<file path="src/rtl/fpu_mul_pkg.sv">
// Shared types and helpers for the FPU multiplier exponent path.
package fpu_mul_pkg;

  typedef enum logic [1:0] {
    CLS_NORM,
    CLS_ZERO,
    CLS_INF,
    CLS_NAN
  } fp_class_t;

  // Wide fill patterns; users slice them down to their exponent width.
  localparam int unsigned EXP_W_MAX = 32;
  localparam logic [EXP_W_MAX-1:0] EXP_ONES_MAX = '1;
  localparam logic [EXP_W_MAX-1:0] EXP_ZERO_MAX = '0;

  function automatic int unsigned exp_bias(input int unsigned size_exp);
    return (32'd1 << (size_exp - 32'd1)) - 32'd1;
  endfunction

endpackage

</file>
<file path="src/rtl/mul_exp_classify.sv">
// Per-operand classifier: biased exponent + fraction-nonzero flag -> operand class.
module mul_exp_classify
  import fpu_mul_pkg::*;
#(
  parameter int unsigned SIZE_EXP = 8
) (
  input  logic [SIZE_EXP-1:0] exp_field,
  input  logic                man_nz,
  output fp_class_t           cls
);

  localparam logic [SIZE_EXP-1:0] EXP_ONES = EXP_ONES_MAX[SIZE_EXP-1:0];
  localparam logic [SIZE_EXP-1:0] EXP_ZERO = EXP_ZERO_MAX[SIZE_EXP-1:0];

  // Denormals (zero exponent, nonzero fraction) are flushed to zero.
  always_comb begin
    cls = CLS_NORM;
    if (exp_field == EXP_ZERO) begin
      cls = CLS_ZERO;
    end else if (exp_field == EXP_ONES) begin
      cls = man_nz ? CLS_NAN : CLS_INF;
    end
  end

endmodule

</file>
<file path="src/rtl/fpu_mul_exp_pipe.sv">
// Pipelined exponent path of the FPU multiplier: biased sum, special-operand
// resolution and overflow/underflow saturation behind a valid/ready handshake.
module fpu_mul_exp_pipe
  import fpu_mul_pkg::*;
#(
  parameter int unsigned SIZE_EXP    = 8,
  parameter int unsigned PIPE_STAGES = 2
) (
  input  logic                i_clk,
  input  logic                i_rst,
  input  logic                i_valid,
  output logic                o_ready,
  input  logic                i_sign_a,
  input  logic                i_sign_b,
  input  logic [SIZE_EXP-1:0] i_exp_a,
  input  logic [SIZE_EXP-1:0] i_exp_b,
  input  logic                i_man_nz_a,
  input  logic                i_man_nz_b,
  input  logic                i_norm_inc,
  output logic                o_valid,
  input  logic                i_ready,
  output logic                o_sign,
  output logic [SIZE_EXP-1:0] o_exp,
  output logic                o_is_zero,
  output logic                o_is_inf,
  output logic                o_is_nan,
  output logic                o_ovf,
  output logic                o_unf
);

  localparam int unsigned SW = SIZE_EXP + 2;
  localparam logic [SW-1:0] BIAS_W = SW'(exp_bias(SIZE_EXP));
  localparam logic [SW-1:0] OVF_TH = SW'((32'd1 << SIZE_EXP) - 32'd1);
  localparam logic [SIZE_EXP-1:0] EXP_ONES = EXP_ONES_MAX[SIZE_EXP-1:0];
  localparam logic [SIZE_EXP-1:0] EXP_ZERO = EXP_ZERO_MAX[SIZE_EXP-1:0];

  // Stage-1 combinational terms
  fp_class_t      cls_a_c, cls_b_c;
  logic           sign_c;
  logic [SW-1:0]  sum_c;

  mul_exp_classify #(.SIZE_EXP(SIZE_EXP)) u_cls_a (
    .exp_field (i_exp_a),
    .man_nz    (i_man_nz_a),
    .cls       (cls_a_c)
  );

  mul_exp_classify #(.SIZE_EXP(SIZE_EXP)) u_cls_b (
    .exp_field (i_exp_b),
    .man_nz    (i_man_nz_b),
    .cls       (cls_b_c)
  );

  assign sign_c = i_sign_a ^ i_sign_b;
  assign sum_c  = SW'(i_exp_a) + SW'(i_exp_b) + SW'(i_norm_inc);

  // Values presented to the stage-2 resolve logic
  logic           st_valid;
  logic           st_sign;
  logic [SW-1:0]  st_sum;
  fp_class_t      st_cls_a, st_cls_b;
  logic           adv_out;
  logic           adv_in;

  assign adv_out = !o_valid || i_ready;

  // Single-stage build feeds stage-1 terms straight into the output register.
  if (PIPE_STAGES == 1) begin : g_one
    assign st_valid = i_valid;
    assign st_sign  = sign_c;
    assign st_sum   = sum_c;
    assign st_cls_a = cls_a_c;
    assign st_cls_b = cls_b_c;
    assign adv_in   = adv_out;
  end else begin : g_two
    logic          v1;
    logic          sign1;
    logic [SW-1:0] sum1;
    fp_class_t     cls_a1, cls_b1;

    always_ff @(posedge i_clk or posedge i_rst) begin
      if (i_rst) begin
        v1     <= 1'b0;
        sign1  <= 1'b0;
        sum1   <= '0;
        cls_a1 <= CLS_NORM;
        cls_b1 <= CLS_NORM;
      end else if (adv_in) begin
        v1 <= i_valid;
        if (i_valid) begin
          sign1  <= sign_c;
          sum1   <= sum_c;
          cls_a1 <= cls_a_c;
          cls_b1 <= cls_b_c;
        end
      end
    end

    assign st_valid = v1;
    assign st_sign  = sign1;
    assign st_sum   = sum1;
    assign st_cls_a = cls_a1;
    assign st_cls_b = cls_b1;
    assign adv_in   = !v1 || adv_out;
  end

  assign o_ready = !i_rst && adv_in;

  // Stage-2 resolve
  logic [SW-1:0]       r;
  logic                nan_any, inf_any, zero_any;
  logic                res_sign;
  logic [SIZE_EXP-1:0] res_exp;
  logic                res_zero, res_inf, res_nan, res_ovf, res_unf;

  always_comb begin
    r        = st_sum - BIAS_W;
    nan_any  = (st_cls_a == CLS_NAN) || (st_cls_b == CLS_NAN);
    inf_any  = (st_cls_a == CLS_INF) || (st_cls_b == CLS_INF);
    zero_any = (st_cls_a == CLS_ZERO) || (st_cls_b == CLS_ZERO);
    res_sign = st_sign;
    res_exp  = EXP_ZERO;
    res_zero = 1'b0;
    res_inf  = 1'b0;
    res_nan  = 1'b0;
    res_ovf  = 1'b0;
    res_unf  = 1'b0;
    if (nan_any || (inf_any && zero_any)) begin
      res_nan  = 1'b1;
      res_exp  = EXP_ONES;
      res_sign = 1'b0;
    end else if (inf_any) begin
      res_inf = 1'b1;
      res_exp = EXP_ONES;
    end else if (zero_any) begin
      res_zero = 1'b1;
    end else if (!r[SW-1] && (r >= OVF_TH)) begin
      res_ovf = 1'b1;
      res_inf = 1'b1;
      res_exp = EXP_ONES;
    end else if (r[SW-1] || (r == '0)) begin
      res_unf  = 1'b1;
      res_zero = 1'b1;
    end else begin
      res_exp = r[SIZE_EXP-1:0];
    end
  end

  always_ff @(posedge i_clk or posedge i_rst) begin
    if (i_rst) begin
      o_valid   <= 1'b0;
      o_sign    <= 1'b0;
      o_exp     <= '0;
      o_is_zero <= 1'b0;
      o_is_inf  <= 1'b0;
      o_is_nan  <= 1'b0;
      o_ovf     <= 1'b0;
      o_unf     <= 1'b0;
    end else if (adv_out) begin
      o_valid <= st_valid;
      if (st_valid) begin
        o_sign    <= res_sign;
        o_exp     <= res_exp;
        o_is_zero <= res_zero;
        o_is_inf  <= res_inf;
        o_is_nan  <= res_nan;
        o_ovf     <= res_ovf;
        o_unf     <= res_unf;
      end
    end
  end

endmodule

</file>
<file path="config.mk">
export PLATFORM = sky130hd
export DESIGN_NAME = fpu_mul_exp_pipe
export DESIGN_NICKNAME = d
export VERILOG_FILES = /design/src/rtl/fpu_mul_pkg.sv /design/src/rtl/mul_exp_classify.sv /design/src/rtl/fpu_mul_exp_pipe.sv
export SDC_FILE = /design/constraint.sdc
export NUM_CORES = 1
export LEC_CHECK = 0
export BUFFER_PORTS_ARGS = -buffer_cell sky130_fd_sc_hd__buf_4
export CORE_MARGIN = 2
export CORE_UTILIZATION = 55
export DETAILED_ROUTE_END_ITERATION = 12
export HOLD_SLACK_MARGIN = 0.02
export PLACE_DENSITY = 0.83
export SYNTH_ARGS = -nofsm -noshare
export SYNTH_HDL_FRONTEND = slang
export SYNTH_SLANG_ARGS = --single-unit
</file>
<file path="constraint.sdc">
create_clock -name i_clk -period 2.36 [get_ports i_clk]
set_clock_uncertainty 0.1 [all_clocks]
set_input_delay 0.236 -clock i_clk [delete_from_list [all_inputs] [get_ports i_clk]]
set_output_delay 0.236 -clock i_clk [all_outputs]
set_load 0.03 [all_outputs]
</file>
==> flow_summary.ini <==
[outcome]
status = complete, no violations

[timing]
layout_setup_ws_ns = 0.1752
final_max_slew_viol_count = 0
timing.final.crit_share = 0.9257
rsz0062_at_grt = false
max_slew_margin = 0.5881
hold_violations = 0
period_minus_slack_ns = 2.185
fmax_mhz = 457.7
setup_tns_ns = 0
tightest_slew_ns = 0.6164
setup_violations = 0

[global_route]
grt_pass1_wl_um = 7458
grt_usage = 0.2288
grt_start_max_net_pins = 31
grt-ovfl-total = 0
antenna_found_initial = 0
grt_pass1_vias = 1730

[worst_setup_path]
arrival_ns = 2.34
endpoint_kind = flip-flop
cp_max_fo = 8
crit_required_ns = 2.52
worst_setup_path_start_kind = flip-flop
crit_type = flip-flop to flip-flop

[route]
ant_nets = 0
vias_per_cell = 5.663
drc = 0
finalWirelength_um = 4060
first_pass_iters = 4
routedWlPerCell_um = 13.27
vias = 1733
drtIter0Drc = 45

[yosys]
ys.warnings.count = 0
synth.avg_cell_area_um2 = 9.311
synth_area_um2 = 2002
synth_cells = 215
yosys.area.top_type = dfrtp_1
synth_edf_count = 0
ys.flop_type = dfrtp_1
synth_top_cell_area_share = 0.3750
ys_seq_area_frac = 0.3750
synth_common_cells = 30 x dfrtp_1, 21 x nand2_1, 14 x inv_1, 11 x nor2_1, 11 x o21ai_0
synth_nets = 252
yosys-top-cells-area = dfrtp_1 38%, ha_1 6.3%, xnor2_1 4.4%, nand2_1 3.9%, o22a_1 3.5%
ys_ff_latch = 30
ys_async_sr_fraction = 1.000
synth_cell_types = 51
synth_most_common_cell = dfrtp_1

[floorplanning]
die-area_um2 = 4138
core_um2 = 3416
die_y_um = 64.33
start_util = 0.5861
boundaryPins = 41
rows = 21
fp.dieW_um = 64.33

[pwr]
p_sw_frac = 0.4077
irDropWorstVdd_mv = 0.3116
p_switching_mw = 0.7722
p_leak_nw = 1.072
p_int_mw = 1.122
p_comb_frac = 0.460
p_seq_frac = 0.396
clkPwrFrac = 0.143
p_per_area_nw_per_um2 = 781.5

[clock_tree]
h-tree-depth = 2
clk_pin_slew_ns = 0.09
clk_latency_ns = 0.33
cts-buffers-inserted = 5
cts.path.max_buffers = 2
cts_tree = yes
cts_sinks = 30
clock-root-buffer = clkbuf_4
postCtsSetupRepairBufs = 0

[final_layout]
fillers = 282
antennaDiodeCount = 0
syn2layout_area_growth_pct = 21.06
layout-drive-gt1-share = 0.2538
nets = 297

[job]
drv_cap = 0

[worst_hold_path]
hp-class = input port to flip-flop

[place]
dp_hpwl_um = 3172
io_buffer_count = 40
gp_congestion = 0.8100
pre_cts_ws_ns = 0.09818
## worst max-delay path: stages, from the launching register on
cell      delay [ns]
dfrtp_1         0.39
ha_1            0.29
and3_2          0.28
a41oi_1         0.26
xor2_1          0.24
nor2_1          0.13
a211oi_1        0.28
o22a_1          0.16
## power groups by stage
stage                     clock network, mW  registers, mW  logic [mW]
after floorplan                           0          0.895       0.467
after global placement                    0          0.756       0.857
after detailed placement                  0          0.763       0.873
after CTS                             0.279          0.753       0.878
after global routing                  0.308          0.774       0.948
final                                 0.271          0.751       0.872
## registers in the layout (all words and copies together), names as in the netlist
name	cells
g_two.cls_b1	2
g_two.sign1	1
o_sign	1
o_exp	8
g_two.cls_a1	2
g_two.v1	1
o_is_inf	1
o_unf	1
g_two.sum1	9
o_is_zero	1
o_valid	1
o_ovf	1
o_is_nan	1
## area by class of cell
class	instances	area, µm²	share of cell area
multi-input cells	160	1142	0.4714
repair buffers	49	372.9	0.1538
inverters	14	52.55	0.02168
clock inverters	2	10.01	0.004130
clock buffers	5	37.54	0.01549
well taps	46	57.56	0.02375
flip-flops and latches	30	750.7	0.3098
## what timing repair did
| action | 4_1_cts | 5_1_grt |
|---|---|---|
| hold endpoints to repair | 31 | 0 |
| setup endpoints to repair | 0 | 0 |
| resized for setup | 0 | 0 |
| hold buffers | 2 | 0 |
## worst paths after layout
check                                          start                      end  slack (ns)  cells after the start
hold / removal                              i_sign_b  g_two.sign1$_DFFE_PP0P_        0.09                      3
max in group asynchronous                      i_rst     o_exp[4]$_DFFE_PP0P_        1.42                      4
hold reg to reg                    o_unf$_DFFE_PP0P_        o_unf$_DFFE_PP0P_        0.39                      2
setup / recovery           g_two.sum1[0]$_DFFE_PP0P_     o_exp[0]$_DFFE_PP0P_        0.18                      7
min in group asynchronous                      i_rst     g_two.v1$_DFFE_PP0N_        0.46                      4
setup reg to reg           g_two.sum1[0]$_DFFE_PP0P_     o_exp[0]$_DFFE_PP0P_        0.18                      7
## routing by layer
layer	vias up	routed length, µm	global-route usage
li1	873	-	-
met5	-	0	0
met4	0	59	0.07181
met1	811	1745	0.2765
met2	44	2067	0.4063
met3	5	187	0.04754
## cell usage in the layout, fill, tap and decap left out, drive strengths merged, types with 7 or more instances in the layout
cell    n
dfrtp  30
nor3    7
buf    47
inv    14
ha     10
o21ai  11
o22a    8
nand2  22
a21oi   9
nor2   11
xnor2  10
## stage by stage
| stage | cells | instance area [µm²] | hold slack [ns] | total power, mW | utilization |
|---|---|---|---|---|---|
| finish | 306 | 2424 | 0.08776 | 1.894 | 0.7095 |
| global route | 306 | 2424 | 0.09569 | 2.030 | 0.7095 |
| CTS | 306 | 2424 | 0.07866 | 1.910 | 0.7095 |
| detailed placement | 297 | 2356 | 0.2435 | 1.636 | 0.6897 |
| global placement | 297 | 2356 | 0.2403 | 1.613 | 0.6897 |
| floorplan | 215 | 2002 | 0.2268 | 1.362 | - |
## cells by family after synthesis
logic type | Yosys count | share of synthesized area
muxes | 4 | 0.02187
adders and majority gates | 12 | 0.08250
buffers and inverters | 25 | 0.05437
DFF | 30 | 0.3750
xor gates and xnor gates | 13 | 0.05688
AOI/OAI and AO/OA | 58 | 0.2113
and+or+nand+nor | 73 | 0.1981
No activity file was read; power rests on OpenSTA's default activity.
